File: src/rtl/apple_generator.sv
// Apple placement for the snake game: detects the head reaching the apple, then searches
// LFSR-derived candidate cells against the snake body until a free one (or the retry limit).
module apple_generator #(
  parameter logic [5:0]  INIT_X    = 6'd30,
  parameter logic [5:0]  INIT_Y    = 6'd10,
  parameter logic [15:0] SEED      = 16'hACE1,
  parameter int unsigned MAX_RETRY = 8
) (
  input  logic       clk,
  input  logic       rst,
  input  logic [1:0] mode,
  input  logic [5:0] head_x,
  input  logic [5:0] head_y,
  input  logic [3:0] cubenum,
  input  logic [5:0] node_cube_x,
  input  logic [5:0] node_cube_y,
  output logic [3:0] node,
  output logic [5:0] apple_x,
  output logic [5:0] apple_y,
  output logic       eat,
  output logic       busy
);

  localparam int unsigned RetryW = (MAX_RETRY < 1) ? 1 : $clog2(MAX_RETRY + 1);
  localparam logic [RetryW-1:0] RetryMax = RetryW'(MAX_RETRY);

  typedef enum logic [1:0] {StIdle, StGen, StScan, StPlace} state_e;

  state_e            state_q;
  logic [15:0]       lfsr_q, lfsr_d;
  logic [5:0]        cand_x_q, cand_y_q;
  logic [5:0]        apple_x_q, apple_y_q;
  logic [3:0]        idx_q;
  logic [RetryW-1:0] retry_q;
  logic [5:0]        rx, ry, gen_x, gen_y;
  logic [3:0]        last_idx;
  logic              play, hit;

  // Fibonacci LFSR, taps 16,14,13,11; the zero guard only matters for a zero SEED
  always_comb begin
    lfsr_d = {lfsr_q[14:0], lfsr_q[15] ^ lfsr_q[13] ^ lfsr_q[12] ^ lfsr_q[10]};
    if (lfsr_d == 16'h0000) begin
      lfsr_d = 16'h0001;
    end
  end

  always_ff @(posedge clk) begin
    if (rst) begin
      lfsr_q <= SEED;
    end else begin
      lfsr_q <= lfsr_d;
    end
  end

  // Fold the 6-bit LFSR fields onto the 38x28 playfield
  always_comb begin
    rx    = lfsr_q[5:0];
    ry    = lfsr_q[13:8];
    gen_x = ((rx >= 6'd38) ? (rx - 6'd38) : rx) + 6'd1;
    if (ry >= 6'd56) begin
      gen_y = ry - 6'd56 + 6'd1;
    end else if (ry >= 6'd28) begin
      gen_y = ry - 6'd28 + 6'd1;
    end else begin
      gen_y = ry + 6'd1;
    end
  end

  assign play     = (mode == 2'd1);
  assign last_idx = (cubenum >= 4'd13) ? 4'd15 : (cubenum + 4'd2);
  assign hit      = (node_cube_x == cand_x_q) && (node_cube_y == cand_y_q);

  assign eat     = play && (state_q == StIdle) && (head_x == apple_x_q) && (head_y == apple_y_q);
  assign busy    = (state_q != StIdle);
  assign node    = (state_q == StScan) ? idx_q : 4'd0;
  assign apple_x = apple_x_q;
  assign apple_y = apple_y_q;

  always_ff @(posedge clk) begin
    if (rst) begin
      state_q   <= StIdle;
      apple_x_q <= INIT_X;
      apple_y_q <= INIT_Y;
      cand_x_q  <= 6'd0;
      cand_y_q  <= 6'd0;
      idx_q     <= 4'd0;
      retry_q   <= '0;
    end else if (!play) begin
      state_q   <= StIdle;
      apple_x_q <= INIT_X;
      apple_y_q <= INIT_Y;
      idx_q     <= 4'd0;
      retry_q   <= '0;
    end else begin
      unique case (state_q)
        StIdle: begin
          if (eat) begin
            state_q <= StGen;
          end
        end
        StGen: begin
          cand_x_q <= gen_x;
          cand_y_q <= gen_y;
          idx_q    <= 4'd0;
          state_q  <= StScan;
        end
        StScan: begin
          if (hit) begin
            if (retry_q == RetryMax) begin
              state_q <= StPlace;
            end else begin
              retry_q <= retry_q + 1'b1;
              state_q <= StGen;
            end
          end else if (idx_q >= last_idx) begin
            // >= keeps the scan bounded if cubenum shrinks mid-scan
            state_q <= StPlace;
          end else begin
            idx_q <= idx_q + 4'd1;
          end
        end
        StPlace: begin
          apple_x_q <= cand_x_q;
          apple_y_q <= cand_y_q;
          retry_q   <= '0;
          state_q   <= StIdle;
        end
        default: state_q <= StIdle;
      endcase
    end
  end

endmodule

File: config.mk
export PLATFORM = sky130hd
export DESIGN_NAME = apple_generator
export DESIGN_NICKNAME = d
export VERILOG_FILES = /design/src/rtl/apple_generator.sv
export SDC_FILE = /design/constraint.sdc
export NUM_CORES = 1
export LEC_CHECK = 0
export ABC_CLOCK_PERIOD_IN_PS = 2500
export BUFFER_PORTS_ARGS = -buffer_cell sky130_fd_sc_hd__buf_2
export CAP_MARGIN = 20
export CORE_ASPECT_RATIO = 0.7
export CORE_MARGIN = 10
export CORE_UTILIZATION = 45
export CTS_BUF_LIST = sky130_fd_sc_hd__clkbuf_4 sky130_fd_sc_hd__clkbuf_8
export CTS_CLUSTER_DIAMETER = 30
export DETAILED_ROUTE_END_ITERATION = 7
export PLACE_DENSITY = 0.67
export SYNTH_ARGS = -nofsm -noshare
export SYNTH_HDL_FRONTEND = slang
export SYNTH_SLANG_ARGS = --single-unit
File: constraint.sdc
create_clock -name clk -period 2.5 [get_ports clk]
set_clock_uncertainty 0.05 [all_clocks]
set_input_delay 0.125 -clock clk [delete_from_list [all_inputs] [get_ports clk]]
set_output_delay 0.125 -clock clk [all_outputs]
set_load 0.1 [all_outputs]
==> results_dict.tcl, run 1 <==
set metrics [dict create \
    cts_tree "done" \
    grt_usage 0.1384 \
    ant_nets 0 \
    finalNonFillerCells 432 \
    h-tree-depth 2 \
    worst-slew-pin-transition_ns 0.4938 \
    crit_fanout 7 \
    r2r-end "retry_q[3]$_SDFFE_PP0P_" \
    end_kind "output pin" \
    timing.rr.start "cand_y_q[2]$_SDFFE_PP0P_" \
    drive_above_1_share 0.2437 \
    outcome "complete, no violations" \
    r2r_slack_ns 0.38 \
    yosysTopAreaCell "dfxtp_1" \
    die_area_um2 9506 \
    fin_crit_ns 2.390 \
    fp.dieW_um 112.3 \
    drt_iter0_markers 164 \
    peakVddDrop_mv 0.2595 \
    netlist_instances 314 \
    holdBufCountCts 0 \
    async_flop_share 0 \
    antenna_found_initial 0 \
    synth_ff_type "dfxtp_1" \
    fillers 534 \
    root_buffer "clkbuf_8" \
    hold_violations 0 \
    maxSlewHeadroom 0.6699 \
    cts.sinks 50 \
    reg2reg_depth 5 \
    finalMaxSlewViolations 0 \
    nNetsFinal 401 \
    dp_hpwl_um 5062 \
    startpoint "state_q[0]$_SDFFE_PP0P_" \
    start_util 0.4665 \
    core_um2 5756 \
    critical_path_arrival_ns 2.22 \
    drc_errors 0 \
    yosys_register_bits 50 \
    first_pass_iters 4 \
    io_pins 50 \
    p_leak_nw 1.287 \
    grt_overflow 0 \
    portBuffers 49 \
    netlist_area_um2 2685 \
    setup_viol 0 \
    die_h_um 84.63 \
    cts.clk_slew.worst_paths_ns 0.10 \
    cts_buffers 5 \
    worst_hold_slack_ns 0.2081 \
    grt_pass1_vias 2132 \
    synth-seq-area-share 0.3728 \
    postCtsSetupBuffers 0 \
    finalWirelength_um 6532 \
    syn-mean-instance-area_um2 8.551 \
    grt_pass1_wl_um 10940 \
    antenna_cells 0 \
    critPathRequiredTime_ns 2.33 \
    cp_cell_sequence "or2_4, or4b_4, nor4_4, buf_2" \
    hold_class "input pin to register" \
    clk_path_buf_depth 2 \
    cp-start-kind "register" \
    p_per_area_nw_per_um2 511.1 \
    crit_type "register to output pin" \
    synth_edf_count 0 \
    min_period_over_period 0.9561 \
    min_from "rst" \
    path_depth 4 \
    final_cell_area_um2 3103 \
    rows 23 \
    yosysUniqueCellTypes 51 \
    cp_slowest_cell "or4b_4" \
    via_count 2235 \
    syn_to_final_growth_pct 15.56 \
    fmax_mhz 418.4 \
    post_dp_cell_area_um2 2989 \
    yosysWarnings 0 \
    dp.cells 424 \
    grt_max_degree 29 \
    viasPerCell 5.174 \
    synth.net_count 359 \
    max_stage_delay_ns 0.50 \
    rsz0062_at_grt "false" \
    drv_cap 0 \
    worst-path-buf-inv 1 \
    cts-resized-gates 0 \
    cp-endpoint "eat" \
    critical_path.top_delay_family "simple AND/OR/NAND/NOR gates" \
    fin_util 0.5391 \
    yosysTopAreaCellShare 0.3728 \
    wl_per_cell_um 15.12 \
    synth.top_cells.by_area "dfxtp_1, ha_1, xnor2_1" \
    clock_latency_ns 0.31 \
    gp_congestion 0.8547 \
]
## placed cells by master, fill, tap and decap left out, types with 2 or more instances in the layout
master      synthesis  layout
nor3b_2             1       2
xnor2_1            16      16
ha_1               13      13
o21ai_0            12      12
o211a_1             2       2
nand2_1            36      36
or3_1               4       4
nor2_1             18      18
or2_2               8       8
a31oi_1             3       3
dfxtp_2             0       7
and3_1              3       3
nor4_1              6       6
mux2i_1             4       4
nor3_1              3       3
nand3_1            17      17
buf_2               3      49
o31a_1              2       2
inv_1              12      12
nand2b_1            8       8
dfxtp_1            50      42
a21boi_0            2       2
xor2_1             15      15
a211oi_1            7       7
o211ai_1            2       2
a21oi_1            10      10
nand4_1             4       4
buf_4               0       3
and2_1             11      11
a31o_2              3       3
o2111ai_1           2       2
clkbuf_8            0       5
clkinvlp_4          0       2
nor2b_1             5       5
## worst min path at each step
stage,to,cells past startpoint
5_1_grt,lfsr_q[4]$_SDFF_PP0_,2
2_1_floorplan,idx_q[1]$_SDFFE_PP0P_,3
4_1_cts,lfsr_q[4]$_SDFF_PP0_,2
6_report,cand_y_q[2]$_SDFFE_PP0P_,2
3_3_place_gp,lfsr_q[15]$_SDFF_PP1_,1
3_5_place_dp,lfsr_q[15]$_SDFF_PP1_,1
## logic make-up (layout without fill, tap and decap cells)
| logic type | count (synthesis) | count (layout) | synth area share |
|---|---|---|---|
| buf+inv | 29 | 72 | 0.04566 |
| mux | 5 | 5 | 0.01911 |
| xor+xnor | 31 | 31 | 0.1011 |
| simple gates | 132 | 132 | 0.2633 |
| fa+ha+maj | 13 | 13 | 0.06058 |
| flops | 50 | 50 | 0.3728 |
| compound gates | 54 | 54 | 0.1375 |
## cells in the mapped netlist (2+ instances only)
| cell | n |
|---|---|
| dfxtp_1 | 50 |
| nand2_1 | 36 |
| nor2_1 | 18 |
| nand3_1 | 17 |
| xnor2_1 | 16 |
| xor2_1 | 15 |
| ha_1 | 13 |
| inv_1 | 12 |
| o21ai_0 | 12 |
| and2_1 | 11 |
| a21oi_1 | 10 |
| clkbuf_1 | 10 |
| nand2b_1 | 8 |
| or2_2 | 8 |
| a211oi_1 | 7 |
| nor4_1 | 6 |
| nor2b_1 | 5 |
| mux2i_1 | 4 |
| nand4_1 | 4 |
| or3_1 | 4 |
| a31o_2 | 3 |
| a31oi_1 | 3 |
| and3_1 | 3 |
| buf_2 | 3 |
| nor3_1 | 3 |
| a21boi_0 | 2 |
| clkbuf_2 | 2 |
| nor3b_1 | 2 |
| o2111ai_1 | 2 |
| o211a_1 | 2 |
| o211ai_1 | 2 |
| o31a_1 | 2 |
## worst reg2reg max path: cells and delay by family (launching register included)
family / cells / cell delay, ns
flip-flops: 1 / 0.35
AND/OR/NAND/NOR: 3 / 1.26
XOR/XNOR: 1 / 0.17
AO/OA/AOI/OAI: 1 / 0.22
## metrics by stage
step                      total power, mW  setup slack (ns)  setup TNS, ns
after detailed placement            1.022            0.4080              0
after floorplan                    0.9643           -0.2640        -0.3070
after CTS                           1.594            0.1149              0
after global routing                1.655           0.05283              0
final                               1.586            0.1098              0
after global placement              1.020            0.4855              0
## power by group
group	leakage, nW	total [mW]	switching [mW]	internal (mW)
Clock	0.0504	0.579	0.282	0.298
Sequential	0.408	0.843	0.0301	0.813
Combinational	0.829	0.163	0.0818	0.0813
Total	1.29	1.59	0.394	1.19
## per-layer routing
| metal | track usage | part of all wire | vias up |
|---|---|---|---|
| met5 | 0 | 0 | - |
| met1 | 0.1989 | 0.55 | 1020 |
| met2 | 0.1921 | 0.40 | 36 |
| li1 | - | - | 1173 |
| met4 | 0.03448 | 0.0093 | 0 |
| met3 | 0.04407 | 0.044 | 6 |
## cell type report
cell class | count | area, um^2 | area share
multi-input combinational | 235 | 1569 | 0.5056
sequential | 50 | 1013 | 0.3266
timing repair buffer | 52 | 267.8 | 0.08629
tap | 75 | 93.84 | 0.03024
clock buffer | 5 | 68.82 | 0.02218
clock inverter | 3 | 45.04 | 0.01452
inverter | 12 | 45.04 | 0.01452
## state kept, by name, summed over array words and instances (netlist names)
| name | cells |
|---|---|
| apple_y | 6 |
| retry_q | 4 |
| cand_x_q | 6 |
| cand_y_q | 6 |
| idx_q | 4 |
| apple_x | 6 |
| lfsr_q | 16 |
| state_q | 2 |
No activity file was read; power rests on OpenSTA's default activity.
==> run 2: changes to the inputs <==
--- a/config.mk
+++ b/config.mk
@@ -5,6 +5,7 @@
 export SDC_FILE = /design/constraint.sdc
 export NUM_CORES = 1
 export LEC_CHECK = 0
+export ABC_AREA = 1
 export ABC_CLOCK_PERIOD_IN_PS = 2500
 export BUFFER_PORTS_ARGS = -buffer_cell sky130_fd_sc_hd__buf_2
 export CAP_MARGIN = 20
==> results_dict.tcl, run 2 <==
set metrics [dict create \
    fillers 597 \
    yosysWarnings 0 \
    cp-start-kind "register" \
    worst_hold_slack_ns 0.07730 \
    yosysMostFrequentCell "nand2_1" \
    via_count 2580 \
    layout_common_cells "nand2_1, inv_1, dfxtp_1" \
    timing.rr.start "lfsr_q[1]$_SDFF_PP0_" \
    peakVddDrop_mv 0.2419 \
    critical_path.top_delay_family "buffers and inverters" \
    cts.sinks 50 \
    drc_errors 0 \
    syn_to_final_growth_pct 14.36 \
    yosysTopAreaCell "dfxtp_1" \
    hold_class "input pin to register" \
    yosys_register_bits 50 \
    clock_latency_ns 0.31 \
    worst-path-buf-inv 2 \
    die_area_um2 9797 \
    worst-slew-pin-transition_ns 0.4977 \
    wl_per_cell_um 13.08 \
    io_pins 50 \
    drive_above_1_share 0.1732 \
    critical_path_arrival_ns 1.77 \
    postCtsSetupBuffers 0 \
    outcome "complete, no violations" \
    cts_tree "done" \
    r2r_slack_ns 0.77 \
    end_kind "output pin" \
    die_h_um 85.87 \
    drt_iter0_markers 111 \
    h-tree-depth 2 \
    async_flop_share 0 \
    cts-resized-gates 0 \
    syn-mean-instance-area_um2 6.903 \
    dp_hpwl_um 5631 \
    root_buffer "clkbuf_8" \
    rows 23 \
    yosysTopAreaCellShare 0.3589 \
    viasPerCell 4.859 \
    cp_slowest_cell "dfxtp_1" \
    grt_usage 0.1420 \
    dp.cells 524 \
    grt_max_degree 21 \
    hold_end "cand_y_q[4]$_SDFFE_PP0P_" \
    hold_depth 2 \
    holdBufCountCts 0 \
    antenna_found_initial 0 \
    start_util 0.4751 \
    min_period_over_period 0.7794 \
    synth.top_cells.by_area "dfxtp_1, nand2_1, inv_1" \
    synth.net_count 449 \
    finalMaxSlewViolations 0 \
    antenna_cells 0 \
    fp.dieW_um 114.1 \
    critPathRequiredTime_ns 2.33 \
    cp_cell_sequence "inv_1, nand2_1, o21ai_0, nor2_1, nand4_1, nor2_4, buf_2" \
    synth-seq-area-share 0.3589 \
    min_from "rst" \
    grt_pass1_vias 2450 \
    nNetsFinal 501 \
    netlist_area_um2 2789 \
    p_per_area_nw_per_um2 464.8 \
    first_pass_iters 4 \
    regMostFlops "lfsr_q" \
    final_common_cell "nand2_1" \
    final.setup.tns_ns 0 \
    portBuffers 49 \
    hold_violations 0 \
    finalNonFillerCells 531 \
    reg2reg_depth 10 \
    synth_common_cells "nand2_1, inv_1, dfxtp_1" \
    cts.clk_slew.worst_paths_ns 0.09 \
    grt_pass1_wl_um 11520 \
    core_um2 5871 \
    maxSlewHeadroom 0.6705 \
    fin_crit_ns 1.949 \
    crit_type "register to output pin" \
    largest_reg_flops 16 \
    max_stage_delay_ns 0.43 \
    crit_fanout 3 \
    clk_path_buf_depth 2 \
    grt_overflow 0 \
    ant_nets 0 \
    r2r-end "cand_x_q[2]$_SDFFE_PP0P_" \
    synth_ff_type "dfxtp_1" \
    drv_cap 0 \
    netlist_instances 404 \
    p_leak_nw 1.552 \
    gp_congestion 0.8587 \
    fmax_mhz 513.2 \
    setup_viol 0 \
    rsz0062_at_grt "false" \
    yosysUniqueCellTypes 30 \
    synth_edf_count 0 \
    finalWirelength_um 6943 \
    cts_buffers 5 \
]
-- run 2: cell types whose count changed after synthesis, sizes merged, moves of 8 or more --
cell / previous run / this run
a21oi: 10 / 29
and2: 11 / 1
clkbuf: 12 / 0
inv: 12 / 71
nand2: 36 / 99
nand2b: 8 / 0
nor2: 18 / 45
o21ai: 12 / 28
or2: 9 / 1
-- run 2: final cells by class --
type | instances | area, um^2 | area share
inverter | 72 | 270.3 | 0.08474
timing repair buffer | 50 | 252.7 | 0.07925
tap | 75 | 93.84 | 0.02942
clock inverter | 1 | 7.507 | 0.002354
multi-input combinational | 277 | 1488 | 0.4665
sequential | 50 | 1001 | 0.3138
clock buffer | 6 | 76.32 | 0.02393
-- run 2: kinds of logic after synthesis --
family                   count (synthesis)  share of synthesized area
AO/OA/AOI/OAI                           63                     0.1207
XOR/XNOR                                20                    0.06281
adder cells (fa/ha/maj)                 13                    0.05832
buffers and inverters                   77                     0.1104
flip-flops                              50                     0.3589
AND/OR/NAND/NOR                        181                     0.2889
-- run 2: per-layer routing --
layer,share of wire,wire (um),vias to the layer above,track usage
met5,0,0,-,0
met4,0.012,82,0,0.04427
met3,0.085,587,7,0.04454
met2,0.38,2667,73,0.1997
met1,0.52,3605,1129,0.1994
li1,-,-,1371,-
-- run 2: worst reg2reg max path, cell delays in order, from the launching register on --
cell     delay (ns)
dfxtp_1        0.44
nand2_2        0.11
nand2_2        0.10
nand2_4        0.06
inv_1          0.08
nand2_1        0.06
and2_1         0.14
ha_1           0.22
xor2_1         0.17
o21ai_0        0.15
inv_1          0.05
-- run 2: how the worst max path moves through the flow --
stage,startpoint,to,slack [ns],cells after the start
finish,apple_x[2]$_SDFFE_PP1P_,eat,0.55,7
global route,apple_x[2]$_SDFFE_PP1P_,eat,0.41,7
CTS,apple_x[2]$_SDFFE_PP1P_,eat,0.54,7
detailed placement,cubenum[1],idx_q[3]$_SDFFE_PP0P_,0.72,11
global placement,cubenum[1],idx_q[1]$_SDFFE_PP0P_,0.79,11
floorplan,apple_x[2]$_SDFFE_PP1P_,state_q[0]$_SDFFE_PP0P_,0.14,8
-- run 2: stage by stage --
stage	power (mW)	utilization	worst slack [ns]	cell area, um^2
after global routing	1.563	0.5433	0.4052	3189
after global placement	1.028	0.5290	0.7872	3105
final	1.482	0.5433	0.5515	3189
after detailed placement	1.033	0.5290	0.7161	3105
after CTS	1.493	0.5433	0.5445	3189
after floorplan	0.9725	-	0.1407	2796
-- run 2: power breakdown --
group	total [mW]	internal [mW]	leakage, nW	switching [mW]
clock	0.465	0.203	0.0407	0.262
combinational	0.184	0.0739	1.10	0.110
sequential	0.833	0.814	0.407	0.0188
==> run 3: changes to the inputs <==
--- a/config.mk
+++ b/config.mk
@@ -6,7 +6,7 @@
 export NUM_CORES = 1
 export LEC_CHECK = 0
 export ABC_AREA = 1
-export ABC_CLOCK_PERIOD_IN_PS = 2500
+export ABC_CLOCK_PERIOD_IN_PS = 1700
 export BUFFER_PORTS_ARGS = -buffer_cell sky130_fd_sc_hd__buf_2
 export CAP_MARGIN = 20
 export CORE_ASPECT_RATIO = 0.7
@@ -15,7 +15,7 @@
 export CTS_BUF_LIST = sky130_fd_sc_hd__clkbuf_4 sky130_fd_sc_hd__clkbuf_8
 export CTS_CLUSTER_DIAMETER = 30
 export DETAILED_ROUTE_END_ITERATION = 7
-export PLACE_DENSITY = 0.67
+export PLACE_DENSITY = 0.69
 export SYNTH_ARGS = -nofsm -noshare
 export SYNTH_HDL_FRONTEND = slang
 export SYNTH_SLANG_ARGS = --single-unit
==> constraint.sdc (replaced) <==
create_clock -name clk -period 1.7 [get_ports clk]
set_clock_uncertainty 0.05 [all_clocks]
set_input_delay 0.085 -clock clk [delete_from_list [all_inputs] [get_ports clk]]
set_output_delay 0.085 -clock clk [all_outputs]
set_load 0.1 [all_outputs]
==> results_dict.tcl, run 3 (synthesis results as in run 2) <==
set metrics [dict create \
    outcome "complete, no violations" \
    grt_pass1_wl_um 11900 \
    wl_per_cell_um 13.31 \
    r2r-end "cand_x_q[4]$_SDFFE_PP0P_" \
    peakVddDrop_mv 0.3701 \
    crit_type "register to output pin" \
    core_um2 5871 \
    die_area_um2 9797 \
    fp.dieW_um 114.1 \
    via_count 2659 \
    maxSlewHeadroom 0.6727 \
    cts_buffers 5 \
    min_period_over_period 0.9424 \
    nNetsFinal 507 \
    ant_nets 0 \
    first_pass_iters 4 \
    root_buffer "clkbuf_8" \
    p_leak_nw 1.622 \
    drt_iter0_markers 130 \
    cp_cell_sequence "inv_1, nor2_4, inv_1, nor2_1, buf_12" \
    die_h_um 85.87 \
    cts.clk_slew.worst_paths_ns 0.09 \
    timing.rr.start "lfsr_q[3]$_SDFF_PP0_" \
    post_dp_cell_area_um2 3238 \
    antenna_found_initial 0 \
    reg2reg_depth 12 \
    regMostFlops "lfsr_q" \
    finalWirelength_um 7162 \
    fmax_mhz 624.2 \
    start_util 0.4751 \
    hold_violations 0 \
    setup_viol 0 \
    critical_path_arrival_ns 1.47 \
    gp_congestion 0.9102 \
    holdBufCountCts 0 \
    syn_to_final_growth_pct 22.07 \
    portBuffers 49 \
    h-tree-depth 2 \
    p_per_area_nw_per_um2 700.8 \
    finalMaxSlewViolations 0 \
    cts.sinks 50 \
    cp_slowest_cell "dfxtp_1" \
    final_common_cell "nand2_1" \
    dp_hpwl_um 5771 \
    max_stage_delay_ns 0.41 \
    rows 23 \
    grt_pass1_vias 2470 \
    worst-slew-pin-transition_ns 0.4944 \
    crit_fanout 5 \
    critPathRequiredTime_ns 1.56 \
    drv_cap 0 \
    min_from "rst" \
    grt_usage 0.1468 \
    hold_class "input pin to register" \
    end_kind "output pin" \
    critical_path.top_delay_family "buffers and inverters" \
    clock_latency_ns 0.30 \
    r2r_slack_ns 0.14 \
    hold_depth 2 \
    io_pins 50 \
    hold_end "cand_y_q[4]$_SDFFE_PP0P_" \
    antenna_cells 0 \
    crit_path_frequent_cell "inv_1" \
    final_cell_area_um2 3405 \
    cp-start-kind "register" \
    fin_crit_ns 1.602 \
    fillers 570 \
    drc_errors 0 \
    worst-path-buf-inv 3 \
    viasPerCell 4.942 \
    clk_path_buf_depth 2 \
    layout_common_cells "nand2_1, inv_1, buf_2" \
    grt_overflow 0 \
    grt_max_degree 16 \
    drive_above_1_share 0.2354 \
    final.setup.tns_ns 0 \
    cts_tree "done" \
    largest_reg_flops 16 \
    rsz0062_at_grt "false" \
]
-- run 3: cell count changes in the layout (fill, tap and decap cells not counted), moves of 5 or more --
cell     previous run  this run
buf_12              0         5
buf_2              49        44
buf_4               1         7
dfxtp_1            50        33
dfxtp_2             0        11
dfxtp_4             0         6
-- run 3: final cells by class --
class | instances | area [um^2] | share of cell area
clock buffer | 7 | 90.09 | 0.02646
tap | 75 | 93.84 | 0.02756
multi-input combinational | 277 | 1510 | 0.4436
sequential | 50 | 1037 | 0.3047
timing repair buffer | 56 | 372.9 | 0.1095
inverter | 72 | 270.3 | 0.07938
clock inverter | 1 | 30.03 | 0.008820
-- run 3: metrics by stage --
step / instances / hold WS [ns] / total power [mW] / setup WS [ns] / utilization
2_1_floorplan: 404 / 0.1041 / 1.422 / -0.4178 / -
3_3_place_gp: 528 / 0.3524 / 1.512 / 0.03148 / 0.5516
3_5_place_dp: 528 / 0.3522 / 1.521 / -0.02269 / 0.5516
4_1_cts: 537 / 0.02600 / 2.398 / 0.002437 / 0.5733
5_1_grt: 538 / 0.03641 / 2.510 / 0.007007 / 0.5799
6_report: 538 / 0.03819 / 2.386 / 0.09796 / 0.5799
-- run 3: layer usage --
| layer | global-route usage | part of all wire |
|---|---|---|
| met1 | 0.2084 | 0.50 |
| met2 | 0.2090 | 0.39 |
| met3 | 0.04732 | 0.096 |
| met4 | 0.03178 | 0.0095 |
| met5 | 0 | 0 |
-- run 3: worst max path at each step --
stage	from	to	slack (ns)	cells after the start
CTS	lfsr_q[1]$_SDFF_PP0_	cand_x_q[2]$_SDFFE_PP0P_	0.002	10
finish	state_q[1]$_SDFFE_PP0P_	node[0]	0.1	5
global route	lfsr_q[3]$_SDFF_PP0_	cand_x_q[4]$_SDFFE_PP0P_	0.007	12
floorplan	state_q[1]$_SDFFE_PP0P_	node[0]	-0.42	4
detailed placement	cubenum[1]	idx_q[3]$_SDFFE_PP0P_	-0.02	11
global placement	cubenum[1]	idx_q[1]$_SDFFE_PP0P_	0.03	11
-- run 3: what timing repair did --
item	in CTS	in global routing
endpoints found under the setup margin	4	11
pin swaps	1	5
setup buffers	1	1
resized for setup	0	15
-- run 3: power breakdown --
part,total (mW),switching (mW),internal (mW)
registers,1.22,0.0272,1.19
logic,0.292,0.172,0.119
clock network,0.877,0.381,0.496
total,2.39,0.581,1.80
-- run 3: worst register-to-register path, cell delays in order, from the launching register on --
cell and delay [ns]:
dfxtp_2 0.35, nor2_4 0.13, nand2_2 0.07, nand2_4 0.08, inv_1 0.06, nand2_1 0.10
and2_4 0.15, ha_2 0.19, nand3_1 0.08, nand2_1 0.06, nand3_1 0.06, nand2_1 0.06
inv_1 0.03
